==> config.mk <==
export PLATFORM = sky130hd
export DESIGN_NAME = simd_mac_array_flat
export DESIGN_NICKNAME = d
export VERILOG_FILES = /design/src/rtl/npu_mac_pkg.sv /design/src/rtl/simd_mac_array_if.sv /design/src/rtl/mac_lane.sv /design/src/rtl/simd_mac_array.sv /design/src/flat_wrapper.sv
export SDC_FILE = /design/constraint.sdc
export NUM_CORES = 2
export LEC_CHECK = 0
export BUFFER_PORTS_ARGS = -buffer_cell sky130_fd_sc_hd__buf_2
export CORE_ASPECT_RATIO = 1.4
export CORE_MARGIN = 8
export CORE_UTILIZATION = 60
export CTS_CLUSTER_SIZE = 28
export DETAILED_ROUTE_END_ITERATION = 8
export PLACE_DENSITY = 0.79
export REMOVE_ABC_BUFFERS = 1
export SKIP_LAST_GASP = 1
export SYNTH_ARGS = -nofsm -noshare
export SYNTH_HDL_FRONTEND = slang
export SYNTH_HIERARCHICAL = 1
export SYNTH_SLANG_ARGS = --single-unit
==> constraint.sdc <==
create_clock -name clk -period 6.88 [get_ports clk]
set_input_delay 0.688 -clock clk [delete_from_list [all_inputs] [get_ports clk]]
set_output_delay 0.688 -clock clk [all_outputs]
set_load 0.01 [all_outputs]
==> src/rtl/npu_mac_pkg.sv <==
`default_nettype none
// +-------------------------------------------------------------------------+
// | npu_mac_pkg : shared constants, operand mode and saturation helper      |
// | Rev 1.0                                                                 |
// +-------------------------------------------------------------------------+
package npu_mac_pkg;

  localparam int LANES_DEF  = 4;
  localparam int DATA_W_DEF = 8;
  localparam int ACC_W_DEF  = 32;
  localparam int CNT_W_DEF  = 16;

  typedef enum logic {
    MAC_UNSIGNED = 1'b0,
    MAC_SIGNED   = 1'b1
  } mac_mode_e;

  typedef enum logic [1:0] {
    SAT_NONE = 2'd0,
    SAT_HI   = 2'd1,
    SAT_LO   = 2'd2
  } sat_e;

  // Classifies an (ACC_W+1)-bit extended sum by its two top bits, so it works at any width.
  function automatic sat_e sat_add_kind(input mac_mode_e mode, input logic carry, input logic msb);
    sat_e kind;
    kind = SAT_NONE;
    if (mode == MAC_SIGNED) begin
      if (carry != msb) kind = carry ? SAT_LO : SAT_HI;
    end else if (carry) begin
      kind = SAT_HI;
    end
    return kind;
  endfunction

endpackage
`default_nettype wire

==> src/rtl/simd_mac_array_if.sv <==
`default_nettype none
// +-------------------------------------------------------------------------+
// | simd_mac_array_if : operand stream in, dot-product results out          |
// | Rev 1.0                                                                 |
// +-------------------------------------------------------------------------+
interface simd_mac_array_if
  import npu_mac_pkg::*;
#(
  parameter int LANES  = LANES_DEF,
  parameter int DATA_W = DATA_W_DEF,
  parameter int ACC_W  = ACC_W_DEF,
  parameter int CNT_W  = CNT_W_DEF
);
  logic                      clear;
  logic                      signed_mode;
  logic                      in_valid;
  logic                      in_ready;
  logic                      in_last;
  logic [LANES*DATA_W-1:0]   weight;
  logic [LANES*DATA_W-1:0]   activation;
  logic                      out_valid;
  logic                      out_ready;
  logic [LANES*ACC_W-1:0]    out_data;
  logic [CNT_W-1:0]          out_count;
  logic [LANES-1:0]          out_ovf;

  modport master (
    output clear, signed_mode, in_valid, in_last, weight, activation, out_ready,
    input  in_ready, out_valid, out_data, out_count, out_ovf
  );

  modport slave (
    input  clear, signed_mode, in_valid, in_last, weight, activation, out_ready,
    output in_ready, out_valid, out_data, out_count, out_ovf
  );
endinterface
`default_nettype wire

==> src/rtl/mac_lane.sv <==
`default_nettype none
// +-------------------------------------------------------------------------+
// | mac_lane : one lane - product register, accumulator, sticky overflow    |
// | Optional saturation: SIMD_MAC_SAT_EN.  Rev 1.0                          |
// +-------------------------------------------------------------------------+
module mac_lane
  import npu_mac_pkg::*;
#(
  parameter int DATA_W = DATA_W_DEF,
  parameter int ACC_W  = ACC_W_DEF
) (
  input  logic              clk,
  input  logic              rst,
  input  logic              clear_i,
  input  logic              accept_i,
  input  logic              step_i,
  input  logic              last_i,
  input  logic              signed_i,
  input  logic [DATA_W-1:0] weight_i,
  input  logic [DATA_W-1:0] act_i,
  output logic [ACC_W-1:0]  sum_o,
  output logic              ovf_o
);
  localparam int PW = 2 * DATA_W;

  logic [PW-1:0]    prod_d, prod_q;
  mac_mode_e        mode_q;
  logic [ACC_W-1:0] acc_q;
  logic             w_ext, a_ext, p_ext;

  // Extending both operands to PW bits lets one unsigned multiplier serve both modes.
  assign w_ext  = signed_i & weight_i[DATA_W-1];
  assign a_ext  = signed_i & act_i[DATA_W-1];
  assign prod_d = {{DATA_W{w_ext}}, weight_i} * {{DATA_W{a_ext}}, act_i};
  assign p_ext  = (mode_q == MAC_SIGNED) & prod_q[PW-1];

`ifdef SIMD_MAC_SAT_EN
  logic [ACC_W:0] wide_sum;
  sat_e           sat_kind;
  logic           ovf_q;

  assign wide_sum = (ACC_W+1)'($signed({p_ext, prod_q}))
                  + {(mode_q == MAC_SIGNED) & acc_q[ACC_W-1], acc_q};

  always_comb begin
    sat_kind = sat_add_kind(mode_q, wide_sum[ACC_W], wide_sum[ACC_W-1]);
    sum_o    = wide_sum[ACC_W-1:0];
    case (sat_kind)
      SAT_HI:  sum_o = (mode_q == MAC_SIGNED) ? {1'b0, {(ACC_W-1){1'b1}}} : {ACC_W{1'b1}};
      SAT_LO:  sum_o = {1'b1, {(ACC_W-1){1'b0}}};
      default: sum_o = wide_sum[ACC_W-1:0];
    endcase
    ovf_o = ovf_q | (sat_kind != SAT_NONE);
  end

  always_ff @(posedge clk or posedge rst) begin
    if (rst)                  ovf_q <= 1'b0;
    else if (clear_i)         ovf_q <= 1'b0;
    else if (step_i)          ovf_q <= last_i ? 1'b0 : ovf_o;
  end
`else
  assign sum_o = acc_q + ACC_W'($signed({p_ext, prod_q}));
  assign ovf_o = 1'b0;
`endif

  always_ff @(posedge clk or posedge rst) begin
    if (rst) begin
      prod_q <= '0;
      mode_q <= MAC_UNSIGNED;
      acc_q  <= '0;
    end else if (clear_i) begin
      prod_q <= '0;
      mode_q <= MAC_UNSIGNED;
      acc_q  <= '0;
    end else begin
      if (accept_i) begin
        prod_q <= prod_d;
        mode_q <= mac_mode_e'(signed_i);
      end
      if (step_i) acc_q <= last_i ? '0 : sum_o;
    end
  end
endmodule
`default_nettype wire

==> src/rtl/simd_mac_array.sv <==
`default_nettype none
// +-------------------------------------------------------------------------+
// | simd_mac_array : LANES-wide two-stage MAC with framed dot-product output|
// | Optional saturation: SIMD_MAC_SAT_EN.  Rev 1.0                          |
// +-------------------------------------------------------------------------+
module simd_mac_array
  import npu_mac_pkg::*;
#(
  parameter int LANES  = LANES_DEF,
  parameter int DATA_W = DATA_W_DEF,
  parameter int ACC_W  = ACC_W_DEF,
  parameter int CNT_W  = CNT_W_DEF
) (
  input logic             clk,
  input logic             rst,
  simd_mac_array_if.slave mac_if
);
  logic                   stall, accept, step;
  logic                   p_valid_q, p_valid_d, p_last_q, p_last_d;
  logic [CNT_W-1:0]       cnt_q, cnt_d, cnt_inc;
  logic                   out_valid_q, out_valid_d;
  logic [LANES*ACC_W-1:0] out_data_q, out_data_d, lane_sum;
  logic [CNT_W-1:0]       out_count_q, out_count_d;
  logic [LANES-1:0]       out_ovf_q, out_ovf_d, lane_ovf;

  assign stall   = out_valid_q & ~mac_if.out_ready;
  assign accept  = mac_if.in_valid & ~stall & ~mac_if.clear;
  assign step    = p_valid_q & ~stall & ~mac_if.clear;
  assign cnt_inc = (&cnt_q) ? cnt_q : cnt_q + CNT_W'(1);

  assign mac_if.in_ready  = ~stall;
  assign mac_if.out_valid = out_valid_q;
  assign mac_if.out_data  = out_data_q;
  assign mac_if.out_count = out_count_q;
  assign mac_if.out_ovf   = out_ovf_q;

  always_comb begin
    p_valid_d   = p_valid_q;
    p_last_d    = p_last_q;
    cnt_d       = cnt_q;
    out_valid_d = out_valid_q;
    out_data_d  = out_data_q;
    out_count_d = out_count_q;
    out_ovf_d   = out_ovf_q;
    if (mac_if.clear) begin
      p_valid_d   = 1'b0;
      p_last_d    = 1'b0;
      cnt_d       = '0;
      out_valid_d = 1'b0;
      out_data_d  = '0;
      out_count_d = '0;
      out_ovf_d   = '0;
    end else begin
      if (accept) begin
        p_valid_d = 1'b1;
        p_last_d  = mac_if.in_last;
      end else if (!stall) begin
        p_valid_d = 1'b0;
      end
      if (out_valid_q && mac_if.out_ready) out_valid_d = 1'b0;
      // A result landing on the handshake cycle overrides the drop above.
      if (step) begin
        if (p_last_q) begin
          out_valid_d = 1'b1;
          out_data_d  = lane_sum;
          out_count_d = cnt_inc;
          out_ovf_d   = lane_ovf;
          cnt_d       = '0;
        end else begin
          cnt_d = cnt_inc;
        end
      end
    end
  end

  always_ff @(posedge clk or posedge rst) begin
    if (rst) begin
      p_valid_q   <= 1'b0;
      p_last_q    <= 1'b0;
      cnt_q       <= '0;
      out_valid_q <= 1'b0;
      out_data_q  <= '0;
      out_count_q <= '0;
      out_ovf_q   <= '0;
    end else begin
      p_valid_q   <= p_valid_d;
      p_last_q    <= p_last_d;
      cnt_q       <= cnt_d;
      out_valid_q <= out_valid_d;
      out_data_q  <= out_data_d;
      out_count_q <= out_count_d;
      out_ovf_q   <= out_ovf_d;
    end
  end

  for (genvar i = 0; i < LANES; i++) begin : g_lane
    mac_lane #(
      .DATA_W (DATA_W),
      .ACC_W  (ACC_W)
    ) u_lane (
      .clk      (clk),
      .rst      (rst),
      .clear_i  (mac_if.clear),
      .accept_i (accept),
      .step_i   (step),
      .last_i   (p_last_q),
      .signed_i (mac_if.signed_mode),
      .weight_i (mac_if.weight[i*DATA_W +: DATA_W]),
      .act_i    (mac_if.activation[i*DATA_W +: DATA_W]),
      .sum_o    (lane_sum[i*ACC_W +: ACC_W]),
      .ovf_o    (lane_ovf[i])
    );
  end
endmodule
`default_nettype wire

==> src/flat_wrapper.sv <==
// flat-port wrapper written by rule: the top's interface ports become plain ports
module simd_mac_array_flat import npu_mac_pkg::*;
#(
  parameter int LANES  = LANES_DEF,
  parameter int DATA_W = DATA_W_DEF,
  parameter int ACC_W  = ACC_W_DEF,
  parameter int CNT_W  = CNT_W_DEF
)
  (clk, rst, mac_if_clear, mac_if_signed_mode, mac_if_in_valid, mac_if_in_last, mac_if_weight, mac_if_activation, mac_if_out_ready, mac_if_in_ready, mac_if_out_valid, mac_if_out_data, mac_if_out_count, mac_if_out_ovf);
  simd_mac_array_if #(.LANES(LANES), .DATA_W(DATA_W), .ACC_W(ACC_W), .CNT_W(CNT_W)) mac_if_i ();
  input logic clk;
  input logic rst;
  input wire logic [$bits(mac_if_i.clear)-1:0] mac_if_clear;
  input wire logic [$bits(mac_if_i.signed_mode)-1:0] mac_if_signed_mode;
  input wire logic [$bits(mac_if_i.in_valid)-1:0] mac_if_in_valid;
  input wire logic [$bits(mac_if_i.in_last)-1:0] mac_if_in_last;
  input wire logic [$bits(mac_if_i.weight)-1:0] mac_if_weight;
  input wire logic [$bits(mac_if_i.activation)-1:0] mac_if_activation;
  input wire logic [$bits(mac_if_i.out_ready)-1:0] mac_if_out_ready;
  output wire logic [$bits(mac_if_i.in_ready)-1:0] mac_if_in_ready;
  output wire logic [$bits(mac_if_i.out_valid)-1:0] mac_if_out_valid;
  output wire logic [$bits(mac_if_i.out_data)-1:0] mac_if_out_data;
  output wire logic [$bits(mac_if_i.out_count)-1:0] mac_if_out_count;
  output wire logic [$bits(mac_if_i.out_ovf)-1:0] mac_if_out_ovf;
  assign mac_if_i.clear = mac_if_clear;
  assign mac_if_i.signed_mode = mac_if_signed_mode;
  assign mac_if_i.in_valid = mac_if_in_valid;
  assign mac_if_i.in_last = mac_if_in_last;
  assign mac_if_i.weight = mac_if_weight;
  assign mac_if_i.activation = mac_if_activation;
  assign mac_if_i.out_ready = mac_if_out_ready;
  assign mac_if_in_ready = mac_if_i.in_ready;
  assign mac_if_out_valid = mac_if_i.out_valid;
  assign mac_if_out_data = mac_if_i.out_data;
  assign mac_if_out_count = mac_if_i.out_count;
  assign mac_if_out_ovf = mac_if_i.out_ovf;
  simd_mac_array #(.LANES(LANES), .DATA_W(DATA_W), .ACC_W(ACC_W), .CNT_W(CNT_W)) u_core (.clk(clk), .rst(rst), .mac_if(mac_if_i));
endmodule
==> impl_metrics.yaml <==
outcome:
  status: "complete, no violations"
critical_path:
  cp_num_cells: 19
  arrival_ns: 6.26
  cp.buffers_inverters: 4
  slowest_delay_ns: 0.61
  rr_worst_depth: 11
  start_kind: "input port"
  path_max_fanout: 11
  crit_chain: "buf_2 > nand2_1 > or2_2 > fa_1 > fa_1 > inv_1 > fa_1 > fa_1 > inv_1 > fa_1 > inv_1 > ha_1 > a21oi_1 > o21bai_1 > a21oi_1 > o21bai_1 > a21oi_1 > or4b_2 > o311ai_0"
  crit_top_cell: "fa_1"
  critPathCaptureType: "register"
  crit_required_ns: 7.32
  crit_type: "in -> reg"
  critPathSlowestCell: "or4b_2"
  cp_top_family: "adder cells"
clock_tree:
  h-tree-depth: 2
  cts.repair.resized: 0
  numCtsBuffers: 39
  clock-sinks: 363
  cts_setup_buffers: 0
  cts.clk_slew.worst_paths_ns: 0.06
  cts_tree: "built"
  cts_root_buffer: "clkbuf_16"
  postCtsHoldBufs: 0
  clock_path_buffers: 3
  clk_latency_ns: 0.56
floorplanning:
  core_area_um2: 51100
  io_pins: 221
  initial_core_util_pct: 60.7
  die-area_um2: 59300
  fp.dieW_um: 208
  rows: 98
  die_h_um: 285
routing:
  drt-met1-wl_mm: 29.5
  vias: 24100
  drtIter0Drc: 1203
  viasPerCell: 6.13
  wl_met3_mm: 3.19
  wl_per_cell_um: 19.4
  top_layer_used: "met4"
  wl_mm: 76.3
  route.detailed.drc: 0
  ant_nets: 0
  drt_first_pass_iters: 7
  met2_length_mm: 41.2
synthesis:
  synth_cell_type_count: 105
  synth_area_leaders: "dfrtp_1 29%, fa_1 17%, ha_1 10%"
  async_reset_ff_share_pct: 100
  yosysSeqAreaShare_pct: 29.3
  syn_avg_cell_area_um2: 9.98
  synth_top_area_share_pct: 29.3
  ys_warn_count: 6
  netlist_area_um2: 31000
  syn_inst: 3110
  ys.flop_type: "dfrtp_1"
  yosysTopAreaCell: "dfrtp_1"
  synth_commonest_cells: "363 x dfrtp_1, 302 x inv_1, 257 x ha_1, 256 x a22o_1, 256 x fa_1"
  yosysMostFrequentCell: "dfrtp_1"
  synth_seq_cells: 363
  synth_edf_count: 0
grt:
  grt_first_pass_wirelength_mm: 127
  grt_pass1_vias: 25500
  grt_max_degree: 113
  overflow: 0
  antenna_found_initial: 0
  grt_util_all_layers_pct: 25.6
timing:
  tightest_slew_ns: 1.22
  rsz0062_at_grt: "false"
  slew_viol_final: 0
  fin_crit_ns: 5.82
  fin_crit_sh_pct: 84.6
  relSlewSlack_pct: 18.7
  layout_setup_ws_ns: 1.06
  hold_viol: 0
  fmaxAchievable_mhz: 172
  fin_skew_ns: 0.0234
  setup_viol: 0
finish:
  drive_gt1_share_pct: 11.4
  diodes: 0
  fin_area_um2: 33800
  nFillCells: 4092
  area_delta_synth_final_pct: 9.05
  finalNetCount: 3836
  fin_cells: 3926
placed_design:
  gp_congestion: 0.889
  post_dp_cell_area_um2: 32500
  dpl.hpwl_mm: 57.6
  port_buffers: 220
  dpl.cell_count: 3861
  place_ws_ns: 0.528
run:
  cap_violations: 0
min_path:
  hold_class: "in -> reg"
  min_path_cells: 3
power_and_ir_drop:
  p_leak_nw: 17.6
  ir_drop_mv: 0.171
  powerDensity_nw_per_um2: 246
-- registers in the layout (all words and copies together) (netlist names) --
| register | flops |
|---|---|
| u_core/g_lane.u_lane/acc_q | 128 |
| u_core/cnt_q | 16 |
| u_core/mac_if.out_ovf | 4 |
| u_core/p_valid_q | 1 |
| u_core/mac_if.out_count | 16 |
| u_core/g_lane.u_lane/prod_q | 64 |
| u_core/mac_if.out_data | 128 |
| u_core/p_last_q | 1 |
| u_core/g_lane.u_lane/mode_q | 4 |
| u_core/mac_if.out_valid | 1 |
-- cells by family (layout without fill, tap and decap cells) --
kind of cell | Yosys count | after routing | share of synthesized area (%)
mux | 61 | 61 | 1.99
simple gates | 799 | 799 | 13.3
buf+inv | 441 | 607 | 5.59
fa+ha+maj | 513 | 513 | 26.9
flops | 363 | 363 | 29.3
xor+xnor | 187 | 187 | 5.28
other cells | 4 | 4 | 0.0484
compound gates | 742 | 742 | 17.6
-- power by group --
group          switching [mW]  internal, mW  total, mW
registers              0.0905          2.25       2.34
clock network           0.893          1.26       2.15
logic                    2.15          1.68       3.83
-- final cells by class --
class	instances	area, um^2	share of cell area (%)
clock inverters	15	205	0.607
inverters	302	1140	3.37
multi-input cells	2306	20300	59.9
well taps	650	813	2.40
flip-flops and latches	363	9080	26.8
repair buffers	240	1250	3.71
clock buffers	50	1080	3.19
-- tightest hold or removal path, delay by kind of cell --
family | cells | cell delay, ns
AND/OR/NAND/NOR | 1 | 0.07
buffers and inverters | 1 | 0.09
AO/OA/AOI/OAI | 1 | 0.06
-- stage by stage --
stage / setup TNS, ns / hold slack, ns / total power, mW / util [%]
floorplan: -62.90 / 0.456 / 5.35 / -
global placement: 0 / 0.471 / 6.03 / 63.7
detailed placement: 0 / 0.477 / 6.19 / 63.7
CTS: 0 / 0.357 / 8.41 / 66.2
global route: 0 / 0.381 / 8.99 / 66.2
finish: 0 / 0.393 / 8.32 / 66.2
-- metal layers --
layer	vias to the layer above	global-route usage, %
met5	-	0
met4	0	9.07
met3	146	3.18
li1	11100	-
met1	12200	29.2
met2	645	48.5
-- layout by cell type (no fill, tap or decap), types with 21 or more instances in the layout --
cell type	netlist	routed
a21oi_1	149	149
buf_2	26	219
fa_1	256	256
xor2_1	39	39
o21ai_0	59	59
nor2b_1	21	21
nand2_1	221	221
a22o_1	256	256
o21bai_1	22	22
nor2_1	167	162
inv_1	302	297
and2_1	165	165
a31oi_1	25	24
nand3_1	55	55
nor3_1	21	21
dfrtp_1	363	363
o21ai_1	32	32
a21o_1	56	56
clkbuf_16	0	40
mux2i_1	58	58
xnor2_1	148	148
ha_1	257	257
buf_4	4	21
and3_1	30	30
-- final timing paths --
kind	startpoint	endpoint	slack, ns
min in group asynchronous	rst	u_core/mac_if.out_data[40]$_DFFE_PP0P_	0.44
hold reg to reg	u_core/g_lane[0].u_lane/acc_q[28]$_DFFE_PP0P_	u_core/g_lane[0].u_lane/acc_q[28]$_DFFE_PP0P_	0.49
max in group asynchronous	rst	u_core/mac_if.out_data[36]$_DFFE_PP0P_	5.21
setup reg to reg	u_core/g_lane[0].u_lane/prod_q[15]$_DFFE_PP0P_	u_core/mac_if.out_data[28]$_DFFE_PP0P_	3.17
hold / removal	mac_if_in_last	u_core/p_last_q$_DFFE_PP0P_	0.39
setup / recovery	mac_if_signed_mode	u_core/g_lane[0].u_lane/prod_q[13]$_DFFE_PP0P_	1.06
Power figures use the tool's default switching activity.
